--- config.mk ---
export PLATFORM = sky130hd
export DESIGN_NAME = remove_v_border
export DESIGN_NICKNAME = d
export VERILOG_FILES = /design/src/rtl/remove_v_border.sv
export SDC_FILE = /design/constraint.sdc
export NUM_CORES = 1
export LEC_CHECK = 0
export ABC_CLOCK_PERIOD_IN_PS = 5000
export BUFFER_PORTS_ARGS = -buffer_cell sky130_fd_sc_hd__buf_4
export CAP_MARGIN = 20
export CELL_PAD_IN_SITES_DETAIL_PLACEMENT = 1
export CELL_PAD_IN_SITES_GLOBAL_PLACEMENT = 1
export CORE_ASPECT_RATIO = 0.6
export CORE_MARGIN = 4
export CORE_UTILIZATION = 30
export DETAILED_ROUTE_END_ITERATION = 10
export GPL_ROUTABILITY_DRIVEN = 0
export PLACE_DENSITY = 0.63
export SLEW_MARGIN = 5
export SYNTH_ARGS = -nofsm -noshare
export SYNTH_HDL_FRONTEND = slang
export SYNTH_SLANG_ARGS = --single-unit
--- constraint.sdc ---
create_clock -name clk -period 5 [get_ports clk]
set_input_delay 0.25 -clock clk [delete_from_list [all_inputs] [get_ports clk]]
set_output_delay 0.25 -clock clk [all_outputs]
set_load 0.005 [all_outputs]
--- src/rtl/remove_v_border.sv ---
// Vertical border stripper: drops the top/bottom interpolation margin rows of each
// block on several flux-tagged channels sharing one FIFO fabric, zero-latency.
module remove_v_border #(
    parameter int FLUX     = 2,
    parameter int DATA_W   = 18,
    parameter int DIM_W    = 7,
    parameter int TOP_ROWS = 3,
    parameter int BOT_ROWS = 4,
    localparam int TAG_W   = $clog2(FLUX)
) (
    input  logic                      clk,
    input  logic                      rst,
    input  logic [FLUX-1:0]           pel_empty,
    input  logic [DATA_W+TAG_W-1:0]   pel_dout,
    output logic [FLUX-1:0]           pel_read,
    input  logic [FLUX-1:0]           size_empty,
    input  logic [2*DIM_W+TAG_W-1:0]  size_dout,
    output logic [FLUX-1:0]           size_read,
    input  logic [FLUX-1:0]           out_full,
    output logic [DATA_W+TAG_W-1:0]   out_din,
    output logic                      out_write
);

    logic             run      [FLUX];
    logic [DIM_W-1:0] rows     [FLUX];
    logic [DIM_W-1:0] wpr      [FLUX];
    logic [DIM_W-1:0] row_cnt  [FLUX];
    logic [DIM_W-1:0] word_cnt [FLUX];

    logic [FLUX-1:0]  drop;
    logic [FLUX-1:0]  elig;
    logic [TAG_W-1:0] sel;
    logic             act;

    // Tag fields of the input words are informational only; the winner index is the tag.
    logic unused_tags;
    assign unused_tags = ^{pel_dout[DATA_W+TAG_W-1:DATA_W], size_dout[2*DIM_W+TAG_W-1:2*DIM_W]};

    // Bottom bound is computed one bit wider and clamps to 0 for very short blocks.
    function automatic logic drop_row(input logic [DIM_W-1:0] rc, input logic [DIM_W-1:0] rw);
        logic [DIM_W:0] bot;
        bot = ({1'b0, rw} >= (DIM_W+1)'(BOT_ROWS)) ? ({1'b0, rw} - (DIM_W+1)'(BOT_ROWS)) : '0;
        return ({1'b0, rc} < (DIM_W+1)'(TOP_ROWS)) || ({1'b0, rc} >= bot);
    endfunction

    always_comb begin
        drop = '0;
        elig = '0;
        sel  = '0;
        for (int i = 0; i < FLUX; i++) begin
            drop[i] = drop_row(row_cnt[i], rows[i]);
            elig[i] = run[i] ? (!pel_empty[i] && (drop[i] || !out_full[i])) : !size_empty[i];
        end
        for (int i = FLUX - 1; i >= 0; i--) begin
            if (elig[i]) sel = TAG_W'(i);
        end
        act = !rst && (|elig);
    end

    always_comb begin
        pel_read  = '0;
        size_read = '0;
        out_write = 1'b0;
        out_din   = 'x;
        if (act) begin
            if (!run[sel]) begin
                size_read[sel] = 1'b1;
            end else begin
                pel_read[sel] = 1'b1;
                if (!drop[sel]) begin
                    out_write = 1'b1;
                    out_din   = {sel, pel_dout[DATA_W-1:0]};
                end
            end
        end
    end

    always_ff @(posedge clk) begin
        if (rst) begin
            for (int i = 0; i < FLUX; i++) begin
                run[i]      <= 1'b0;
                rows[i]     <= '0;
                wpr[i]      <= '0;
                row_cnt[i]  <= '0;
                word_cnt[i] <= '0;
            end
        end else if (act) begin
            if (!run[sel]) begin
                rows[sel]     <= size_dout[DIM_W-1:0];
                wpr[sel]      <= size_dout[2*DIM_W-1:DIM_W];
                row_cnt[sel]  <= '0;
                word_cnt[sel] <= '0;
                run[sel]      <= (size_dout[DIM_W-1:0] != '0) && (size_dout[2*DIM_W-1:DIM_W] != '0);
            end else if (word_cnt[sel] == wpr[sel] - DIM_W'(1)) begin
                word_cnt[sel] <= '0;
                if (row_cnt[sel] == rows[sel] - DIM_W'(1)) begin
                    run[sel]     <= 1'b0;
                    row_cnt[sel] <= '0;
                end else begin
                    row_cnt[sel] <= row_cnt[sel] + DIM_W'(1);
                end
            end else begin
                word_cnt[sel] <= word_cnt[sel] + DIM_W'(1);
            end
        end
    end

endmodule

==> results of run 1 <==
==> worst max-delay path, cell delays in order (launching register included) <==
cell,delay (ns)
edfxtp_1,0.46
buf_4,0.18
or3_4,0.41
xnor2_2,0.13
nand2_1,0.08
ha_1,0.29
a21o_1,0.20
a221oi_2,0.26
o31a_1,0.24
o21ai_2,0.11
nand2_4,0.15
buf_12,0.13
mux2i_2,0.19
ha_2,0.24
nor3b_2,0.18
a31oi_1,0.10
a31oi_1,0.17
nand4_1,0.24
a21oi_2,0.27
buf_4,0.15
nand3_1,0.14
nand2_1,0.12
==> through the flow <==
stage          setup WS, ns  cell area (sq um)  std cells
6_report             0.2542               5507        707
5_1_grt            -0.07872               5507        707
4_1_cts            0.001850               5234        691
3_5_place_dp        -0.1559               4887        673
3_3_place_gp       0.002292               4887        673
2_1_floorplan        0.2225               4527        463
==> path summary, 6_finish.rpt <==
kind / start / endpoint / slack (ns) / depth (start not counted)
min: size_dout[4] / rows[1][4]$_SDFFCE_PN0P_ / 0.21 / 2
max: rows[1][2]$_SDFFCE_PN0P_ / run[0]$_SDFFCE_PN0P_ / 0.25 / 21
min reg2reg: word_cnt[1][0]$_SDFFCE_PN0P_ / word_cnt[1][0]$_SDFFCE_PN0P_ / 0.69 / 1
max reg2reg: rows[1][2]$_SDFFCE_PN0P_ / run[0]$_SDFFCE_PN0P_ / 0.25 / 21
==> cell usage after synthesis, types with 7 or more instances <==
cell type | count | share of area (%)
xor2_1 | 14 | 2.7
a31oi_1 | 7 | 0.97
ha_1 | 22 | 6.1
o21ai_0 | 13 | 1.4
nand2_1 | 30 | 2.5
nor2b_1 | 7 | 0.97
a21oi_1 | 14 | 1.5
mux2i_1 | 11 | 2.4
nor2_1 | 29 | 2.4
nand3_1 | 19 | 2.1
inv_1 | 12 | 0.99
edfxtp_1 | 58 | 38
nand2b_1 | 8 | 1.1
nor3_1 | 28 | 3.1
and2_1 | 30 | 4.1
xnor2_1 | 39 | 7.5
nor3b_1 | 8 | 1.3
buf_4 | 21 | 3.5
==> timing repair <==
action                                  4_1_cts  5_1_grt
gates resized for setup                       6       33
hold endpoints to repair                      0        0
setup buffers                                 2       15
endpoints found under the setup margin       30       44
gates cloned                                  0        1
pin swaps                                     1        6
==> routing by layer <==
| layer | track usage (%) | vias to the layer above | share of wire, % |
|---|---|---|---|
| li1 | - | 1765 | - |
| met1 | 26.34 | 1800 | 55 |
| met2 | 22.15 | 98 | 39 |
| met3 | 3.640 | 8 | 6.2 |
| met4 | 3.394 | 0 | 0.44 |
| met5 | 0 | - | 0 |
==> kinds of logic (layout without fill, tap and decap cells) <==
family / Yosys count / count (layout) / share of synthesized area (%)
AO/OA/AOI/OAI: 79 / 79 / 13.02
XOR/XNOR: 53 / 53 / 10.25
multiplexers: 12 / 12 / 2.681
flip-flops: 58 / 58 / 38.47
adder cells (fa/ha/maj): 22 / 22 / 6.081
buffers and inverters: 45 / 91 / 5.887
AND/OR/NAND/NOR: 194 / 194 / 23.60
==> state kept, by name, summed over array words and instances (netlist names) <==
signal    cells
row_cnt      14
word_cnt     14
run           2
wpr          14
rows         14
==> cell type report <==
type                    count  area share [%]
clock inverters             6           1.477
multi-input cells         360           48.47
clock buffers              10           4.158
repair buffers             62           8.884
inverters                  13          0.8862
flip-flops and latches     58           31.63
well taps                 198           4.499
==> power breakdown <==
| part | internal (W) | leakage [nW] | switching, W |
|---|---|---|---|
| Sequential | 0.000590 | 0.622 | 0.0000760 |
| Clock | 0.000433 | 0.150 | 0.000225 |
| Combinational | 0.000241 | 1.31 | 0.000282 |
| Total | 0.00126 | 2.09 | 0.000583 |
==> metrics.md, run 1 <==
| Metric | Value |
|---|---|
| Sum Neg Setup Slack | 0 ns |
| 1st-iter DRT viols | 251 |
| Crit path required time | 5.05 ns |
| Post-synthesis sequential area ratio | 38.47% |
| Max Buffers Root-to-Sink | 2 |
| Row Count | 34 |
| Die Wd | 166.6 um |
| Vias in the first global route | 3825 |
| Crit end category | flip-flop |
| Filler cells | 1691 |
| Die ar. | 0.01718 sq mm |
| Fraction of registers with async set/reset | 0% |
| Clock Sinks | 58 |
| VDD IR max | 0.0001619 V |
| Final period util | 94.92% |
| Largest net degree at the start of global routing | 16 |
| Slew @ Worst Pin | 0.9215 ns |
| Synthesized area per cell | 9.777 sq um |
| Root buffer cell | clkbuf_16 |
| Nets | 568 |
| Htree depth | 3 |
| Hold buffer count at CTS | 0 |
| CTS buffer count | 9 |
| Core box area | 0.01463 sq mm |
| Sequential Area | 0.001742 sq mm |
| Post-DP HPWL | 10.94 mm |
| Reg clk slew, reported paths | 0.06 ns |
| Top-level port count | 66 |
| Port bufs | 27 |
| Synthesis-stage register bit count | 58 |
| Initial Utilization | 30.93% |
| Final setup viols | 0 |
| Power density cells | 335.2 mW/mm^2 |
| Total wire length | 14.02 mm |
| WL/cell | 19.83 um |
| All-Layer GR Usage | 16.46% |
| Hold crit path type | input pin to flip-flop |
| Final Util | 37.63% |
| Vias/cell | 5.192 |
| Net Count, Synth | 527 |
| Most frequent cells in the layout | buf_4 (58), edfxtp_1 (58), xnor2_1 (38), and2_1 (30), nor2_1 (28) |
| Post-route ant nets | 0 |
| Final Slew Violations | 0 |
| Crit-path max FO | 5 |
| Worst Path Arrival | 4.79 ns |
| Multi-input logic area | 0.002669 sq mm |
| DR pass1 iterations | 4 |
| # diodes | 0 |
| Overflow after GRT | 0 |
| Die Ht | 103.2 um |
| First-pass GRT wire length | 21.81 mm |
| Max-cap violations | 0 |
| Ys flop type | edfxtp_1 |
| Share of post-route cells with drive strength above 1 | 24.56% |
| Gate Count Post-Synth | 463 |
| Tot Pwr | 0.001846 W |
| Area growth syn-to-layout | 21.64% |
| Highest Clock Rate | 210.7 MHz |
| Yosys cell types | 61 |
| Post-synth EDFFs | 58 |
| Fin Hold WS | 0.2138 ns |
| CTS tree | done |
| Clock Latency Late Sink | 0.33 ns |
| # DRC | 0 |
| Skew final | 0.006450 ns |
| Setup crit start kind | flip-flop |
| Via count | 3671 |
| Post-Syn Area | 0.004527 sq mm |
| Synthesis Warnings | 0 |
| P_leak | 2.086 nW |
| Min Tclk post-route | 4.746 ns |
| Hold Fails Final Rpt | 0 |
| Kind of critical path | flip-flop to flip-flop |
| Worst relative slew slack | 37.76% |
| Outcome | completed |
| Initial antenna violation count | 0 |
No activity file was read; power rests on OpenSTA's default activity.
==> inputs of run 2 (changes only) <==
--- a/config.mk
+++ b/config.mk
@@ -16,6 +16,7 @@
 export DETAILED_ROUTE_END_ITERATION = 10
 export GPL_ROUTABILITY_DRIVEN = 0
 export PLACE_DENSITY = 0.63
+export REMOVE_ABC_BUFFERS = 1
 export SLEW_MARGIN = 5
 export SYNTH_ARGS = -nofsm -noshare
 export SYNTH_HDL_FRONTEND = slang
==> run 2 against run 1 <==
Compared with the run above:
- cell area rose by 0.30%
- critical endpoint is now row_cnt[1][2]$_SDFFCE_PN0P_
- wire length rose by 2.2%
- worst hold slack got worse by 0.0024 ns
- clock-buffer cell count fell by 1
- highest routed layer unchanged
- worst setup slack got worse by 0.034 ns
- clock skew fell by 0.0019 ns
- via count rose by 2.2%
- sequential share of layout area fell by 0.093 points
- cell count rose by 0.57%
- largest cell class unchanged
- register-to-register slack got worse by 0.03 ns
- combinational power rose by 3%
==> metrics.md, run 2 (synthesis gave the netlist of run 1 again) <==
| Metric | Value |
|---|---|
| Reg2reg start | rows[1][2]$_SDFFCE_PN0P_ |
| Hold Fails Final Rpt | 0 (unchanged) |
| Worst Path Arrival | 4.84 ns (+0.05 ns) |
| Worst relative slew slack | 49.31% (+12 points) |
| Worst path slowest cell | edfxtp_1 |
| Root buffer cell | clkbuf_16 |
| Crit path largest cell delay | 0.50 ns (+0.04 ns) |
| Area growth syn-to-layout | 22.00% |
| Final Slew Violations | 0 (unchanged) |
| All-Layer GR Usage | 16.59% (+0.13 points) |
| Vias in the first global route | 3794 (-0.81%) |
| VDD IR max | 0.0001759 V (+8.7%) |
| Total internal power | 0.001221 W (-3.3%) |
| Crit end category | flip-flop |
| Most common cell after layout, fill and taps aside | buf_4 |
| Core box area | 0.01463 sq mm (unchanged) |
| CP most frequent cell | nand2_1 |
| Final setup viols | 0 (unchanged) |
| Reg clk slew, reported paths | 0.05 ns (about the same) |
| NetSw | 0.0006004 W (+3.1%) |
| Power density cells | 329.8 mW/mm^2 (-1.6%) |
| Clock Sinks | 58 (unchanged) |
| Sequential Power Share | 36.7% (+0.6 points) |
| Post-route ant nets | 0 (unchanged) |
| Overflow after GRT | 0 (unchanged) |
| Final period util | 95.60% (+0.68 points) |
| Setup crit start kind | flip-flop |
| Post-DP HPWL | 10.86 mm (-0.74%) |
| Post-place setup slack | -0.1836 ns (-0.02771 ns) |
| Slew @ Worst Pin | 0.7576 ns (-0.1640 ns) |
| 1st-iter DRT viols | 286 (+14%) |
| Skew final | 0.004574 ns (-0.001876 ns) |
| Comb pwr share | 29.5% (+1.2 points) |
| Tot Pwr | 0.001822 W (-1.3%) |
| Nets | 572 (+0.70%) |
| Crit-path cells | ha_1, or3b_4, nand2_1, nand2_1, ha_1, a21o_1, a221oi_2, o31a_1, o21ai_4, nand2_4, buf_12, mux2i_2, ha_2, nor3b_4, xnor2_1, nand2_1, a2111oi_4, nand4_1, o21ai_2, buf_6, a211oi_2 |
| Min Tclk post-route | 4.780 ns (+0.03418 ns) |
| Kind of critical path | flip-flop to flip-flop |
| Share of post-route cells with drive strength above 1 | 24.95% (+0.39 points) |
| WL/cell | 20.15 um (+1.6%) |
| Max Buffers Root-to-Sink | 2 (unchanged) |
| Filler cells | 1679 (-0.71%) |
| Die Ht | 103.2 um (unchanged) |
| Largest net degree at the start of global routing | 17 (+1) |
| First-pass GRT wire length | 22.09 mm (+1.3%) |
| Top-level port count | 66 (unchanged) |
| Worst path top cell family by delay | compound AO/OA/AOI/OAI gates |
| Initial Utilization | 30.93% (unchanged) |
| Switching part of the total power | 32.96% (+1.4 points) |
| Row Count | 34 (unchanged) |
| CTS buffer count | 9 (unchanged) |
| Die ar. | 0.01718 sq mm (unchanged) |
| Vias/cell | 5.276 (+1.6%) |
| Sum Neg Setup Slack | 0 ns (unchanged) |
| Buf/Inv on CP | 2 (-1) |
| Most frequent cells in the layout | buf_4 (63), edfxtp_1 (58), xnor2_1 (39), and2_1 (30), nand2_1 (29) |
| P_leak | 2.090 nW (+0.21%) |
| Clock group share of total power | 33.8% (-1.8 points) |
| Register-to-register setup slack | 0.22 ns (-0.03 ns) |
| Reg-to-reg endpoint | row_cnt[1][2]$_SDFFCE_PN0P_ |
| Die Wd | 166.6 um (unchanged) |
| Crit path required time | 5.06 ns (about the same) |
| CTS tree | done |
| PnR worst setup slack | 0.2200 ns (-0.03418 ns) |
| Initial antenna violation count | 0 (unchanged) |
| Crit-path max FO | 6 (+1) |
| Hold crit path type | input pin to flip-flop |
| # DRC | 0 (unchanged) |
| Total wire length | 14.33 mm (+2.2%) |
| Port bufs | 27 (unchanged) |
| Highest Clock Rate | 209.2 MHz (-0.72%) |
| Hold buffer count at CTS | 0 (unchanged) |
| DR pass1 iterations | 4 (unchanged) |
| Outcome | completed |
| Htree depth | 3 (unchanged) |
| R2R cell count | 21 (unchanged) |
| Max-cap violations | 0 (unchanged) |
| Via count | 3751 (+2.2%) |
| Setup crit start | rows[1][2]$_SDFFCE_PN0P_ |
| # diodes | 0 (unchanged) |
| CP Depth | 21 (unchanged) |
| Clock Latency Late Sink | 0.33 ns (about the same) |
| Setup crit end | row_cnt[1][2]$_SDFFCE_PN0P_ |
[run 2: final cells by class]
cell class	count	area, sq um	share of cell area, %
Tap cell	198	247.7	4.486
Clock inverter	7	70.07	1.269
Multi-Input combinational cell	360	2674	48.41
Inverter	13	48.80	0.8836
Sequential cell	58	1742	31.54
Timing Repair Buffer	66	515.5	9.334
Clock buffer	9	225.2	4.078
[run 2: layer usage]
layer / routed length (um) / up-vias / global-route usage [%]
met3: 1076 / 6 / 4.713
met5: 0 / - / 0
li1: - / 1771 / -
met2: 5561 / 124 / 22.84
met1: 7610 / 1850 / 25.87
met4: 76 / 0 / 2.514
[run 2: worst min-delay path by stage]
| stage | from | to | slack [ns] | cells after the start |
|---|---|---|---|---|
| floorplan | size_dout[0] | rows[0][0]$_SDFFCE_PN0P_ | 0.45 | 1 |
| finish | size_dout[11] | wpr[0][4]$_SDFFCE_PN0P_ | 0.21 | 2 |
| detailed placement | pel_dout[0] | out_din[0] | 0.50 | 0 |
| global route | size_dout[8] | wpr[0][1]$_SDFFCE_PN0P_ | 0.21 | 2 |
| global placement | pel_dout[0] | out_din[0] | 0.50 | 0 |
| CTS | size_dout[11] | wpr[0][4]$_SDFFCE_PN0P_ | 0.21 | 2 |
[run 2: timing repair]
item	4_1_cts	5_1_grt
buffers inserted	4	14
pin swaps	3	9
resized for setup	4	35
cloned	0	1
endpoints found under the setup margin	28	43
[run 2: through the flow]
stage               cell area (sq um)  hold WS (ns)  utilization (%)  instances
detailed placement               4910        0.5001            33.55        676
global placement                 4910        0.5001            33.55        676
CTS                              5250        0.2070            35.88        696
global route                     5523        0.2085            37.74        711
floorplan                        4309        0.4482                -        431
finish                           5523        0.2113            37.74        711
[run 2: power by group through the flow]
stage	Sequential, W	Clock (W)	Combinational (W)
after floorplan	0.000642	0	0.000314
after global placement	0.000671	0	0.000444
after detailed placement	0.000674	0	0.000460
after CTS	0.000664	0.000623	0.000474
after global routing	0.000673	0.000647	0.000592
final	0.000668	0.000616	0.000537
